==> src/rtl/seg_pkg.sv <==
// Character codes and active-low 7-segment glyphs (bit6=g .. bit0=a) shared
// between the message scroller and the multiplexed display driver.
package seg_pkg;

  typedef logic [4:0] char_t;
  typedef logic [6:0] glyph_t;

  localparam int unsigned NUM_DIGITS = 4;

  localparam char_t CH_BLANK = 5'd16;
  localparam char_t CH_N     = 5'd17;
  localparam char_t CH_R     = 5'd18;
  localparam char_t CH_P     = 5'd19;
  localparam char_t CH_DASH  = 5'd20;

  localparam glyph_t GLYPH_0     = 7'b1000000;
  localparam glyph_t GLYPH_1     = 7'b1111001;
  localparam glyph_t GLYPH_2     = 7'b0100100;
  localparam glyph_t GLYPH_3     = 7'b0110000;
  localparam glyph_t GLYPH_4     = 7'b0011001;
  localparam glyph_t GLYPH_5     = 7'b0010010;
  localparam glyph_t GLYPH_6     = 7'b0000010;
  localparam glyph_t GLYPH_7     = 7'b1111000;
  localparam glyph_t GLYPH_8     = 7'b0000000;
  localparam glyph_t GLYPH_9     = 7'b0010000;
  localparam glyph_t GLYPH_A     = 7'b0001000;
  localparam glyph_t GLYPH_B     = 7'b0000011;
  localparam glyph_t GLYPH_C     = 7'b1000110;
  localparam glyph_t GLYPH_D     = 7'b0100001;
  localparam glyph_t GLYPH_E     = 7'b0000110;
  localparam glyph_t GLYPH_F     = 7'b0001110;
  localparam glyph_t GLYPH_BLANK = 7'b1111111;
  localparam glyph_t GLYPH_N     = 7'b1001000;
  localparam glyph_t GLYPH_R     = 7'b1001100;
  localparam glyph_t GLYPH_P     = 7'b0001100;
  localparam glyph_t GLYPH_DASH  = 7'b0111111;

endpackage

==> src/rtl/seg_glyph_decode.sv <==
// Combinational character-code to active-low segment decoder.
// Unassigned codes show blank.
module seg_glyph_decode
  import seg_pkg::*;
(
  input  char_t  code,
  output glyph_t glyph
);

  always_comb begin
    glyph = GLYPH_BLANK;
    case (code)
      5'd0:    glyph = GLYPH_0;
      5'd1:    glyph = GLYPH_1;
      5'd2:    glyph = GLYPH_2;
      5'd3:    glyph = GLYPH_3;
      5'd4:    glyph = GLYPH_4;
      5'd5:    glyph = GLYPH_5;
      5'd6:    glyph = GLYPH_6;
      5'd7:    glyph = GLYPH_7;
      5'd8:    glyph = GLYPH_8;
      5'd9:    glyph = GLYPH_9;
      5'd10:   glyph = GLYPH_A;
      5'd11:   glyph = GLYPH_B;
      5'd12:   glyph = GLYPH_C;
      5'd13:   glyph = GLYPH_D;
      5'd14:   glyph = GLYPH_E;
      5'd15:   glyph = GLYPH_F;
      CH_N:    glyph = GLYPH_N;
      CH_R:    glyph = GLYPH_R;
      CH_P:    glyph = GLYPH_P;
      CH_DASH: glyph = GLYPH_DASH;
      default: glyph = GLYPH_BLANK;
    endcase
  end

endmodule

==> src/rtl/seg_msg_scroller.sv <==
// Message buffer with a four-character window that scrolls left at a fixed
// rate; the window is decoded into registered active-low segment patterns.
module seg_msg_scroller
  import seg_pkg::*;
#(
  parameter int unsigned MSG_DEPTH  = 16,
  parameter int unsigned STEP_TICKS = 400
) (
  input  logic                        segclk,
  input  logic                        clr,
  input  logic                        wr_en,
  input  logic [4:0]                  wr_data,
  output logic                        wr_ready,
  input  logic                        clear_msg,
  input  logic                        run,
  output logic [$clog2(MSG_DEPTH):0]  msg_len,
  output logic                        wrap,
  output logic [6:0]                  glyph_l,
  output logic [6:0]                  glyph_ml,
  output logic [6:0]                  glyph_mr,
  output logic [6:0]                  glyph_r
);

  localparam int unsigned AW = $clog2(MSG_DEPTH);
  localparam int unsigned LW = AW + 1;
  localparam int unsigned CW = $clog2(STEP_TICKS);

  char_t           mem_q [MSG_DEPTH];
  logic [LW-1:0]   len_q, len_d;
  logic [LW-1:0]   off_q, off_d;
  logic [LW-1:0]   off_inc;
  logic [CW-1:0]   cnt_q, cnt_d;
  logic            wrap_q, wrap_d;
  glyph_t          glyph_q [NUM_DIGITS];
  glyph_t          glyph_d [NUM_DIGITS];
  logic            wr_acc;
  logic            scroll_ok;

  assign wr_ready  = (len_q < LW'(MSG_DEPTH)) && !run && !clear_msg;
  assign wr_acc    = wr_en && wr_ready;
  assign scroll_ok = (len_q > LW'(NUM_DIGITS));
  assign off_inc   = off_q + LW'(1);

  // Length, scroll offset, step counter and wrap pulse.
  always_comb begin
    len_d  = len_q;
    off_d  = off_q;
    cnt_d  = cnt_q;
    wrap_d = 1'b0;
    if (clear_msg) begin
      len_d = '0;
      off_d = '0;
      cnt_d = '0;
    end else if (wr_acc) begin
      len_d = len_q + LW'(1);
    end else if (!scroll_ok) begin
      off_d = '0;
      cnt_d = '0;
    end else if (run) begin
      if (cnt_q == CW'(STEP_TICKS - 1)) begin
        cnt_d = '0;
        // msg_len is arbitrary, so wrap by compare rather than bit overflow
        if (off_inc >= len_q) begin
          off_d  = '0;
          wrap_d = 1'b1;
        end else begin
          off_d = off_inc;
        end
      end else begin
        cnt_d = cnt_q + CW'(1);
      end
    end
  end

  // Window selection and decode for each digit position (0 = leftmost).
  for (genvar k = 0; k < NUM_DIGITS; k++) begin : g_digit
    logic [LW-1:0] sum;
    logic [AW-1:0] idx;
    char_t         code;

    assign sum = off_q + LW'(k);
    // offset < msg_len and k < msg_len, so one subtract yields the modulus
    assign idx = AW'((sum >= len_q) ? (sum - len_q) : sum);

    always_comb begin
      code = CH_BLANK;
      if (scroll_ok) begin
        code = mem_q[idx];
      end else if (LW'(k) < len_q) begin
        code = mem_q[AW'(k)];
      end
    end

    seg_glyph_decode u_decode (
      .code  (code),
      .glyph (glyph_d[k])
    );
  end

  // Character storage; contents are don't-care after reset.
  always_ff @(posedge segclk) begin
    if (wr_acc && !clr) begin
      mem_q[len_q[AW-1:0]] <= wr_data;
    end
  end

  always_ff @(posedge segclk or posedge clr) begin
    if (clr) begin
      len_q  <= '0;
      off_q  <= '0;
      cnt_q  <= '0;
      wrap_q <= 1'b0;
      for (int k = 0; k < NUM_DIGITS; k++) begin
        glyph_q[k] <= GLYPH_BLANK;
      end
    end else begin
      len_q  <= len_d;
      off_q  <= off_d;
      cnt_q  <= cnt_d;
      wrap_q <= wrap_d;
      for (int k = 0; k < NUM_DIGITS; k++) begin
        glyph_q[k] <= glyph_d[k];
      end
    end
  end

  assign msg_len  = len_q;
  assign wrap     = wrap_q;
  assign glyph_l  = glyph_q[0];
  assign glyph_ml = glyph_q[1];
  assign glyph_mr = glyph_q[2];
  assign glyph_r  = glyph_q[3];

endmodule
==> config.mk <==
export PLATFORM = sky130hd
export DESIGN_NAME = seg_msg_scroller
export DESIGN_NICKNAME = d
export VERILOG_FILES = /design/src/rtl/seg_pkg.sv /design/src/rtl/seg_glyph_decode.sv /design/src/rtl/seg_msg_scroller.sv
export SDC_FILE = /design/constraint.sdc
export NUM_CORES = 1
export LEC_CHECK = 0
export BUFFER_PORTS_ARGS = -buffer_cell sky130_fd_sc_hd__buf_2
export CAP_MARGIN = 15
export CORE_ASPECT_RATIO = 1.75
export CORE_UTILIZATION = 30
export DETAILED_ROUTE_END_ITERATION = 8
export GPL_ROUTABILITY_DRIVEN = 0
export PLACE_DENSITY = 0.43
export SYNTH_ARGS = -nofsm -noshare
export SYNTH_HDL_FRONTEND = slang
export SYNTH_SLANG_ARGS = --single-unit
==> constraint.sdc <==
create_clock -name segclk -period 5.8 [get_ports segclk]
set_input_delay 1.16 -clock segclk [delete_from_list [all_inputs] [get_ports segclk]]
set_output_delay 1.16 -clock segclk [all_outputs]
set_load 0.02 [all_outputs]
== After elaboration in Yosys (flattened, before gate mapping) ==
Memory sizes are Yosys's and may differ from the RTL's. A register that Yosys moved wholly into a read port is not among the register bits.
Index checks and enable logic that the tools add are counted.
Storage, ports and cells
  input port bits: 10
  logic and storage cells: 75
  latch bits: 0
  flip-flop bits (word level): 20
  bits in writable memories: 80
  output and inout bits: 35
  ROM bits: 896
  memories: 5
Memory list
  (no name shown): depth 32, width 7, read ports 1, clocked after Yosys merged registers in 1, wr ports 0, line seg_glyph_decode.sv:12  | case (code)
  (no name shown): depth 32, width 7, read ports 1, clocked after Yosys merged registers in 1, wr ports 0, line seg_glyph_decode.sv:12
  (no name shown): depth 32, width 7, read ports 1, clocked after Yosys merged registers in 1, wr ports 0, line seg_glyph_decode.sv:12
  (no name shown): depth 32, width 7, read ports 1, clocked after Yosys merged registers in 1, wr ports 0, line seg_glyph_decode.sv:12
  mem_q: depth 16, width 5, read ports 8, clocked after Yosys merged registers in 0, wr ports 1, line seg_msg_scroller.sv:28  | char_t mem_q [MSG_DEPTH];
Operators by class
  reduce and logical (&&, ||, !) cells: 10
  equality and inequality tests: 4
  multipliers: 0
  $lt $le $gt $ge: 10
  add/sub/neg operators: 9
  multiplexer cells: 33
  div/mod/pow operators: 0
  bitwise gates (word level): 0
  shift-type cells: 0
Operators by type and width (number)
  2-to-1 mux 5 bit: 16
  2-to-1 mux 9 bit: 5
  greater-or-equal comparator 5 bit: 4
  2-to-1 mux 4 bit: 4
  subtractor 4 bit: 4
  adder 5 x 1 -> 5 bit, second input constant: 2
  adder 5 x 2 -> 5 bit, second input constant: 2
  < comparator 1 x 5 -> 1 bit, first input constant: 2
  < comparator 2 x 5 -> 1 bit, first input constant: 2
  adder 9 x 1 -> 9 bit, second input constant: 1
  == test 9 bit, second input constant: 1
  2-to-1 mux 1 bit: 8
  > comparator 5 x 3 -> 1 bit, second input constant: 1
  < comparator 5 bit, second input constant: 1
  logical AND 1 bit: 4
  zero test 1 bit: 3
  inequality test 3 x 2 -> 1 bit, second input constant: 1
  inequality test 3 bit, second input constant: 1
  AND reduction 3 bit: 1
  inequality test 2 bit, second input constant: 1
  AND reduction 2 bit: 1
  nonzero test 2 bit: 1

== Depth between registers and ports, before layout ==
Gate-level depths: netlist (run 1).
  depth after elaboration: 8
  mapped depth: 22
  mapped depth without buffers: 19

== Modules after synthesis ==
From an unflattened synthesis (run 1), not the netlist that was laid out.
Unflattened totals
  cell total of the unflattened synthesis: 1075
  area total of the unflattened synthesis: 10393.7 µm²
By module, submodules not included
  seg_msg_scroller: sequential area each 3638.5 µm², times used 1, area an instance 8866.0 µm², cells an instance 877
  seg_glyph_decode (g_digit[2].u_decode ...): sequential area each 0.0 µm², times used 2, area an instance 379.1 µm², cells an instance 49
  seg_glyph_decode (g_digit[1].u_decode): sequential area each 0.0 µm², times used 1, area an instance 385.4 µm², cells an instance 50
  seg_glyph_decode (g_digit[0].u_decode): sequential area each 0.0 µm², times used 1, area an instance 384.1 µm², cells an instance 50

== Least setup slack after synthesis (run 1) ==
No wires, ideal clock.
  kind: reg-to-reg
  start: reg off_q[0]
  end: reg glyph_q (netlist bit glyph_r[6])
  clock period less this slack: 4.779 ns
  slack: 1.021 ns
  stages on the path, launching flop included: 23
  arrival: 4.695 ns
  data required time: 5.717 ns
  library setup time: 0.083 ns
  buffers on the path: 3
  cells stage by stage: dfrtp_1 > clkbuf_1 > inv_1 > ha_1 > nor2_1 > xor2_1 > ha_1 > a21o_1 > a22oi_1 > o31ai_1 > a41oi_2 > buf_2 > buf_2 > mux2i_1 > mux2i_1 > mux2i_1 > o22ai_1 > a21oi_1 > inv_1 > ha_1 > mux2i_1 > nor2_1 > o32a_1
Between the ends
  cells in the longest elaborated chain, start to end: 5
  elaborated cells between the ends (all ways): 6
  classes of those cells: add/sub: 2; order compare: 1; mux: 2; memory: 1
Ends and longest elaborated chain
  start, declared: line seg_msg_scroller.sv:30  | logic [LW-1:0] off_q, off_d;
  start signal, assigned: line seg_msg_scroller.sv:110  | off_q <= '0;
  start signal, assigned: line seg_msg_scroller.sv:118  | off_q <= off_d;
  adder 5 x 2 -> 5 bit (*): line seg_msg_scroller.sv:81  | assign sum = off_q + LW'(k);
  subtractor 4 bit / greater-or-equal comparator 5 bit (equally long branches): line seg_msg_scroller.sv:83  | assign idx = AW'((sum >= len_q) ? (sum - len_q) : sum);
  2-to-1 mux 4 bit (*): line seg_msg_scroller.sv:83
  memory (16 x 5 bit) (*)
  2-to-1 mux 5 bit (*): line seg_msg_scroller.sv:87  | if (scroll_ok) begin
  end, declared: line seg_msg_scroller.sv:34  | glyph_t glyph_q [NUM_DIGITS];
Every way passes the cells marked *; elsewhere a longest branch is shown, timed or not.
A chain may end at the register's enable or synchronous reset.

== Worst setup path after layout (run 1) ==
  start: reg off_q[1]
  end: reg glyph_q (netlist bit glyph_ml[5])
Between the ends
  cells in the longest elaborated chain, start to end: 5
  elaborated cells between the ends (all ways): 6
  classes of those cells: add/sub: 2; order compare: 1; mux: 2; memory: 1
Ends and longest elaborated chain (line)
  adder 5 x 1 -> 5 bit (*): seg_msg_scroller.sv:81
  subtractor 4 bit / greater-or-equal comparator 5 bit (equally long branches): seg_msg_scroller.sv:83
  2-to-1 mux 4 bit (*): seg_msg_scroller.sv:83
  memory (16 x 5 bit) (*)
  2-to-1 mux 5 bit (*): seg_msg_scroller.sv:87
Marks and branches as above.

==> run metrics, run 1 <==
status finished, final reports clean; Final Skew 0.0143 ns; CP endpoint kind register; DP Worst Slack 0.436 ns; clk root buf clkbuf_16; Via density 5.54; Reg clk slew, reported paths 0.06 ns; largest net degree at the start of global routing 46; Synth Cell Area 0.0101 mm^2; Area Growth Syn to Fin 15.8%; CP Max Fanout 14; layout cells sized above 1 20.3%; TritonRoute pass-1 iters 5; Ant. Diodes 0; M1 WL 13500 um; Die Footprint 0.0345 mm^2; Setup CP Type reg2reg; PortBufs 44; leakage 0.00461 uW; setup TNS 0 ns; post-synth top area share 23.7%; fillers 3348; Slew HR 19.9%; DR WL met3 1620 um; Initial Utilization 30.5%; fin. max-slew vios 0; R2R Setup Slk 0.46 ns; register area share after synthesis 35.9%; final worst setup slack 0.455 ns; Tightest Pin Transition 1.19 ns; DRC viols 0; max-cap violation count 0; VDD IR max 0.232 mV; Synth Net Count 1084; Max clock buf depth 2; Vias 8509; clock sinks 128; syn_area_per_cell 9.97 um^2; die height 245 um; global-route wire length before repair 56100 um; Initial DRC Count 534; Synth area leader edfxtp_1; crit path time final 5.34 ns; Max Fclk 0.187 GHz; core area 0.0331 mm^2; Synth warnings 0; final WL 37700 um; vias in the first global route 8581; CTS tree built; Post-synth EDFFs 80; DR WL/cell 24.6 um; GR Util All Layers 22.6%; Clock Latency Late Sink 0.46 ns; largest cells by area after synthesis edfxtp_1 (24%), mux2i_1 (12%), dfstp_2 (7.3%), ha_1 (6.8%), nand2_1 (5.3%); met2 wire length 19700 um; final-report setup violation count 0; WP data required 6.16 ns; CP startpoint kind register; initial antenna violation count 0; antenna-violating nets left 0; Final Hold Fails 0; Max Used Layer met4; clock buffer count from CTS 17; number of synthesized register bits 128; critical path data arrival time 5.71 ns; GRT overflow 0; power density over cell area 223 mW/mm^2; CTS H-tree lvls 4; worst hold path class in2async; ys async rst share 37.5%; chip width 141 um; IO Count 45; RSZ-0062 raised after global routing false; row count 88; ratio of final minimum period to clock period 92.1%; NumNets Final 1141; Synth Instances 1015; hpwl dp 29100 um; Netlist cell types 86; worst hold margin 0.556 ns; ys flop type edfxtp_1; PostCTS Resize Cnt 0
## what timing repair did
action,in CTS,in global routing
buffers inserted,0,4
endpoints found under the setup margin,0,1
hold buffers,0,0
## per-stage QoR
step / area [um^2] / std cells / total power (uW) / util (%)
after global routing: 11700 / 1535 / 2680 / 35.4
after detailed placement: 11000 / 1499 / 1350 / 33.2
after global placement: 11000 / 1499 / 1350 / 33.2
final: 11700 / 1535 / 2610 / 35.4
after CTS: 11700 / 1531 / 2630 / 35.2
after floorplan: 10100 / 1015 / 1240 / -
## where the power goes
| part | leakage (uW) | total [uW] | internal, uW | switching (uW) |
|---|---|---|---|---|
| registers | 0.00129 | 989 | 986 | 3.52 |
| clock network | 0.000321 | 1270 | 820 | 451 |
| logic | 0.00300 | 352 | 140 | 212 |
| total | 0.00461 | 2610 | 1950 | 667 |
## path summary, 6_finish.rpt
path	cells past startpoint	startpoint	endpoint
hold / removal	2	clr	msg_len[3]$_DFFE_PP0P_
setup / recovery	15	off_q[1]$_DFFE_PP0P_	glyph_ml[5]$_DFF_PP1_
setup reg to reg	15	off_q[1]$_DFFE_PP0P_	glyph_ml[5]$_DFF_PP1_
min in group segclk	2	cnt_q[8]$_DFFE_PP0P_	cnt_q[8]$_DFFE_PP0P_
max in group asynchronous	3	clr	off_q[1]$_DFFE_PP0P_
hold reg to reg	2	cnt_q[8]$_DFFE_PP0P_	cnt_q[8]$_DFFE_PP0P_
## state kept, by name, summed over array words and instances, names as in the netlist
register / cells
mem_q: 80
glyph_ml: 7
wrap: 1
glyph_mr: 7
glyph_r: 7
cnt_q: 9
msg_len: 5
off_q: 5
glyph_l: 7
## critical path, cell delays in order (launching register included)
cell and delay [ns]:
dfrtp_1 0.63, ha_1 0.27, xor2_1 0.37, ha_1 0.36, a21oi_1 0.18, o21ai_2 0.10, a31o_1 0.38, a221oi_4 0.57
buf_4 0.35, mux4_2 0.54, mux2_2 0.28, a22oi_1 0.14, o21a_1 0.47, nand2b_1 0.14, a222oi_1 0.35, o21ai_1 0.12
## routing by layer
layer	up-vias	global-route usage, %
met2	308	40.9
met4	0	18.2
li1	3928	-
met5	-	0
met3	117	3.49
met1	4156	23.0
## cell type report
class / instances / area [um^2] / area share (%)
multi-input cells: 787 / 6070 / 51.8
flip-flops and latches: 128 / 3640 / 31.0
repair buffers: 93 / 601 / 5.12
well taps: 450 / 563 / 4.80
clock buffers: 20 / 447 / 3.81
clock inverters: 12 / 230 / 1.96
inverters: 45 / 169 / 1.44
## cells in the final DEF (no fill, tap or decap), types with 9 or more instances in the layout
cell type    n
buf_4       48
o21a_1       9
xor2_1       9
a21oi_1     58
nor3_1      11
dfstp_2     28
mux4_2      23
clkbuf_16   17
xnor2_1     13
dfrtp_1     20
nor2_1      65
ha_1        55
o211ai_1    15
buf_2       44
a21o_1      10
mux2i_1    120
mux2_2      13
inv_1       42
and3_1      16
nand3_1     24
nand2_1    143
edfxtp_1    80
or3_1        9
o21ai_0     29
## logic make-up after synthesis
| group | count (synthesis) | synth area share [%] |
|---|---|---|
| simple gates | 316 | 14.6 |
| compound gates | 228 | 15.9 |
| mux | 162 | 19.4 |
| flops | 128 | 35.9 |
| buf+inv | 100 | 4.67 |
| fa+ha+maj | 59 | 7.59 |
| xor+xnor | 22 | 1.90 |
## Yosys cell counts (4+ instances only)
master	number
mux2i_1	123
o211ai_1	15
o21a_1	9
a211o_1	4
ha_1	55
nor3b_1	4
a21oi_1	58
nand2b_1	6
a2111oi_0	4
nor4_1	7
nand2_1	143
a211oi_1	8
mux4_2	23
or3_1	9
nand3_1	24
a221o_1	6
dfrtp_1	20
a32oi_1	5
buf_6	5
buf_4	9
o22ai_1	7
and3_1	16
a31oi_1	8
nor3_1	15
nor2b_1	4
o221ai_1	6
xnor2_1	13
nor2_1	65
o21ai_0	29
o31ai_1	5
a221oi_1	8
o211a_1	5
a22oi_1	6
dfstp_2	28
a21o_1	10
edfxtp_1	80
mux2_2	13
nand4_1	4
clkbuf_1	18
buf_2	21
inv_1	43
xor2_1	9
fa_1	4
Note: power is estimated with default switching activity, not from simulation.
==> run 2: changes to the inputs <==
--- a/config.mk
+++ b/config.mk
@@ -12,6 +12,7 @@
 export DETAILED_ROUTE_END_ITERATION = 8
 export GPL_ROUTABILITY_DRIVEN = 0
 export PLACE_DENSITY = 0.43
+export REMOVE_ABC_BUFFERS = 1
 export SYNTH_ARGS = -nofsm -noshare
 export SYNTH_HDL_FRONTEND = slang
 export SYNTH_SLANG_ARGS = --single-unit
==> constraint.sdc (replaced) <==
create_clock -name segclk -period 6.07 [get_ports segclk]
set_input_delay 1.214 -clock segclk [delete_from_list [all_inputs] [get_ports segclk]]
set_output_delay 1.214 -clock segclk [all_outputs]
set_load 0.02 [all_outputs]
==> run 2 against run 1 <==
Net effect:
- sequential share of layout area increased by 0.67 points
- total power shrank 12%
- cell area shrank 2.1%
- core utilization is 0.75 points lower
- final cell count shrank 1.2%
- register-to-register slack improved by 0.29 ns
==> run metrics, run 2 (synthesized netlist as in run 1, its figures left out) <==
post-layout instance area 0.0115 mm^2; Initial DRC Count 508; clk root buf clkbuf_16; final WL 36800 um; Final Hold Fails 0; Via density 5.52; die height 245 um; clock sinks 128; critical path data arrival time 5.68 ns; area taken by multi-input logic gates 0.00606 mm^2; CP startpoint kind register; Die Footprint 0.0345 mm^2; VDD IR max 0.190 mV; crit path time final 5.32 ns; RSZ-0062 raised after global routing false; worst hold margin 0.543 ns; Setup CP Type reg2reg; worst path cell trace inv_1, ha_1, ha_1, nand2_1, o21ai_2, a31o_1, mux2i_4, mux4_2, nor2_1, nor2_1, o21ai_0, inv_1, ha_1, inv_1, mux2i_1, a222oi_1, o21ai_1; final worst setup slack 0.746 ns; Clock Latency Late Sink 0.44 ns; clock share of power 45.2%; vias in the first global route 8694; WP data required 6.42 ns; placed cell areas 0.0109 mm^2; DRC viols 0; worst hold path class reg2reg; TritonRoute pass-1 iters 6; final-report setup violation count 0; CP Max Fanout 13; row count 88; Reg clk slew, reported paths 0.06 ns; setup TNS 0 ns; max FFs per register 80; PortBufs 44; Post-CTS Setup Inserts 0; leakage 0.00447 uW; Tightest Pin Transition 1.15 ns; max-cap violation count 0; Internal 1680 uW; status finished, final reports clean; CTS tree built; CP endpoint kind register; chip width 141 um; Post-Route Utilization 34.6%; fillers 3390; most frequent cells in the layout nand2_1 (143), mux2i_1 (120), edfxtp_1 (80); core area 0.0331 mm^2; Ant. Diodes 0; power density over cell area 200 mW/mm^2; max incr delay on CP 0.72 ns; PostCTS Resize Cnt 0; largest net degree at the start of global routing 49; antenna-violating nets left 0; layout cells sized above 1 18.7%; initial antenna violation count 0; CTS H-tree lvls 4; ratio of final minimum period to clock period 87.7%; Switching Share 27.1%; register share of total power 41.2%; combinational fraction of design power 13.6%; commonest non-fill, non-tap cell in the layout nand2_1; Slew HR 22.7%; Max clock buf depth 2; GR Util All Layers 22.2%; critical path's slowest cell mux2i_4; Area Growth Syn to Fin 13.3%; global-route wire length before repair 54700 um; fin. max-slew vios 0; switching power 622 uW; IO Count 45; Initial Utilization 30.5%; DP Worst Slack 0.690 ns; Seq. cell area 0.00364 mm^2; clock buffer count from CTS 17; Max Fclk 0.188 GHz; DR WL/cell 24.2 um; NumNets Final 1123; GRT overflow 0; Vias 8375; cts hold-fix bufs 0; Final Skew 0.00826 ns; hpwl dp 28900 um
-- run 2: cell count changes in the layout (fill, tap and decap cells not counted), sizes merged --
| cell | before | now |
|---|---|---|
| clkinv | 2 | 4 |
| clkbuf | 20 | 18 |
| clkinvlp | 2 | 3 |
| inv | 47 | 50 |
| buf | 93 | 75 |
| bufinv | 6 | 2 |
-- run 2: power by group through the flow --
stage          clock (uW)  combinational (uW)  sequential [uW]
4_1_cts              1060                 313              946
6_report             1040                 313              946
3_3_place_gp            0                 311              963
2_1_floorplan           0                 204              974
3_5_place_dp            0                 312              963
5_1_grt              1090                 340              946
-- run 2: final cells by class --
class                           count  share of cell area (%)
Sequential cell                   128                    31.7
Timing Repair Buffer               75                    3.95
Tap cell                          450                    4.91
Clock buffer                       18                    3.74
Multi-Input combinational cell    787                    52.9
Clock inverter                     14                    1.36
Inverter                           45                    1.47
-- run 2: final timing paths --
kind,start,endpoint,slack [ns],cells past startpoint
worst max register to register,off_q[1]$_DFFE_PP0P_,glyph_ml[5]$_DFF_PP1_,0.75,17
worst max-delay path,off_q[1]$_DFFE_PP0P_,glyph_ml[5]$_DFF_PP1_,0.75,17
min in group asynchronous,clr,msg_len[3]$_DFFE_PP0P_,0.92,3
max in group asynchronous,clr,glyph_l[3]$_DFF_PP1_,4.67,3
worst min register to register,cnt_q[8]$_DFFE_PP0P_,cnt_q[8]$_DFFE_PP0P_,0.54,2
worst min-delay path,cnt_q[8]$_DFFE_PP0P_,cnt_q[8]$_DFFE_PP0P_,0.54,2
-- run 2: worst max-delay path: cells and delay by family, from the launching register on --
kind            cells  cell delay, ns
fa+ha+maj           3            1.09
compound gates      5            1.46
flops               1            0.64
mux                 3            1.37
buf+inv             3            0.44
simple gates        3            0.23
-- run 2: stage by stage --
step | cells | power, uW
after global routing | 1517 | 2380
after global placement | 1485 | 1270
after floorplan | 960 | 1180
final | 1517 | 2300
after detailed placement | 1485 | 1270
after CTS | 1517 | 2320
-- run 2: routing by layer --
layer | global-route usage, % | wire, um | up-vias
met3 | 3.06 | 1100 | 135
li1 | - | - | 3885
met1 | 20.6 | 12300 | 4069
met5 | 0 | 0 | -
met4 | 18.1 | 3190 | 0
met2 | 42.5 | 20100 | 286
==> run 3: changes to the inputs <==
--- a/config.mk
+++ b/config.mk
@@ -8,10 +8,10 @@
 export BUFFER_PORTS_ARGS = -buffer_cell sky130_fd_sc_hd__buf_2
 export CAP_MARGIN = 15
 export CORE_ASPECT_RATIO = 1.75
-export CORE_UTILIZATION = 30
+export CORE_UTILIZATION = 50
 export DETAILED_ROUTE_END_ITERATION = 8
 export GPL_ROUTABILITY_DRIVEN = 0
-export PLACE_DENSITY = 0.43
+export PLACE_DENSITY = 0.65
 export REMOVE_ABC_BUFFERS = 1
 export SYNTH_ARGS = -nofsm -noshare
 export SYNTH_HDL_FRONTEND = slang
==> run 3 against run 2 <==
Net effect:
- register-to-register slack worse by 0.06 ns
- clock power down 5%
- global-route usage is 11 points higher
- clock skew rose by 0.0010 ns
- worst hold slack better by 0.014 ns
- largest cell class unchanged
==> run metrics, run 3 (synthesized netlist as in run 1, its figures left out) <==
PostCTS Resize Cnt 0; RSZ-0062 raised after global routing false; die height 190 um; CP Max Fanout 12; NumNets Final 1127; combinational fraction of design power 14.2%; largest net degree at the start of global routing 39; Slew HR 19.8%; Die Footprint 0.0208 mm^2; clock sinks 128; Final Hold Fails 0; Hold Path Depth 1; GRT overflow 0; Final Skew 0.00930 ns; crit path time final 5.38 ns; row count 68; vias in the first global route 8375; Initial Utilization 51.1%; ratio of final minimum period to clock period 88.7%; final WL 32500 um; power density over cell area 200 mW/mm^2; initial antenna violation count 0; status finished, final reports clean; leakage 0.00448 uW; chip width 110 um; register share of total power 42.0%; Clock Latency Late Sink 0.45 ns; clock buffer count from CTS 17; most frequent cells in the layout nand2_1 (143), mux2i_1 (121), edfxtp_1 (80); worst hold margin 0.557 ns; Reg clk slew, reported paths 0.06 ns; final total power 2250 uW; critical path's slowest cell mux2i_4; CTS H-tree lvls 4; Bufs and invs on worst path 2; critical path data arrival time 5.72 ns; hpwl dp 23900 um; worst path cell trace inv_1, ha_1, ha_1, nand2_1, o21ai_2, a31o_1, mux2i_4, mux4_2, mux2_2, o21ai_0, a31oi_1, inv_1, ha_1, nand2b_1, a222oi_1, o21ai_1; VDD IR max 0.207 mV; Hold Path Origin cnt_q[2]$_DFFE_PP0P_; CTS tree built; max FFs per register 80; TritonRoute pass-1 iters 6; PortBufs 44; core area 0.0198 mm^2; Hold Path Sink cnt_q[2]$_DFFE_PP0P_; max-cap violation count 0; commonest non-fill, non-tap cell in the layout nand2_1; DRC viols 0; WP data required 6.41 ns; GR Util All Layers 32.8%; Internal 1630 uW; Ant. Diodes 0; CP top delay family compound AO/OA/AOI/OAI gates; DP Worst Slack 0.789 ns; clk root buf clkbuf_16; cts hold-fix bufs 0; final-report setup violation count 0; worst hold path class reg2reg; DR WL/cell 24.7 um; CP startpoint kind register; layout cells sized above 1 19.2%; Via density 6.65; IO Count 45; fin. max-slew vios 0; Tightest Pin Transition 1.20 ns; R2R Setup Slk 0.69 ns; Area Growth Syn to Fin 11.0%; reg2reg path depth 16; clock share of power 43.8%; Post-Route Utilization 56.7%; Setup CP Type reg2reg; RR Endpoint glyph_ml[5]$_DFF_PP1_; switching power 615 uW; Switching Share 27.4%; max incr delay on CP 0.67 ns; Vias 8752; Initial DRC Count 960; final worst setup slack 0.686 ns; critical register-to-register path startpoint off_q[1]$_DFFE_PP0P_; Max clock buf depth 2; CP endpoint kind register; Post-CTS Setup Inserts 0; Max Fclk 0.186 GHz; cell mode on critical path ha_1; antenna-violating nets left 0; global-route wire length before repair 49000 um; setup TNS 0 ns
## run 3: cell count changes in the layout (fill, tap and decap cells not counted), moves of 2 or more
cell        change
buf_4           +3
clkinvlp_4      +2
inv_6           -2
nor3_1          -2
nor3_2          +2
## run 3: worst reg2reg max path, delay by kind of cell, from the launching register on
family          cells  cell delay, ns
buf+inv             2            0.41
flops               1            0.62
simple gates        2            0.24
fa+ha+maj           3            1.13
compound gates      6            1.71
mux                 3            1.18
## run 3: worst max path at each step
stage	start	end	slack, ns	depth (start not counted)
after floorplan	off_q[1]$_DFFE_PP0P_	glyph_r[6]$_DFF_PP1_	0.56	18
after global placement	off_q[0]$_DFFE_PP0P_	glyph_ml[5]$_DFF_PP1_	0.85	16
after detailed placement	off_q[1]$_DFFE_PP0P_	glyph_ml[5]$_DFF_PP1_	0.79	16
after CTS	off_q[1]$_DFFE_PP0P_	glyph_ml[5]$_DFF_PP1_	0.76	16
after global routing	off_q[1]$_DFFE_PP0P_	glyph_ml[5]$_DFF_PP1_	0.33	16
final	off_q[1]$_DFFE_PP0P_	glyph_ml[5]$_DFF_PP1_	0.69	16
## run 3: metal layers
metal	vias up	GRT usage, %	wire [um]
met2	513	54.8	16100
met4	0	27.5	3020
met1	4156	34.6	11000
met5	-	0	0
li1	3900	-	-
met3	183	7.14	2440
## run 3: area by class of cell
| cell class | count | area [um^2] |
|---|---|---|
| clock buffers | 18 | 429 |
| clock inverters | 14 | 134 |
| fillers | 1757 | 8590 |
| inverters | 45 | 169 |
| multi-input cells | 787 | 6060 |
| flip-flops and latches | 128 | 3640 |
| well taps | 245 | 307 |
| repair buffers | 79 | 495 |
## run 3: power by group through the flow
stage | registers [uW] | logic, uW | clock network, uW
final | 944 | 319 | 983
after detailed placement | 961 | 311 | 0
after global placement | 961 | 307 | 0
after floorplan | 974 | 204 | 0
after global routing | 945 | 338 | 1030
after CTS | 945 | 312 | 996
## run 3: per-stage QoR
stage	area (um^2)	cells
after global placement	10700	1284
after CTS	11200	1316
final	11200	1316
after floorplan	9820	960
after detailed placement	10700	1284
after global routing	11200	1316
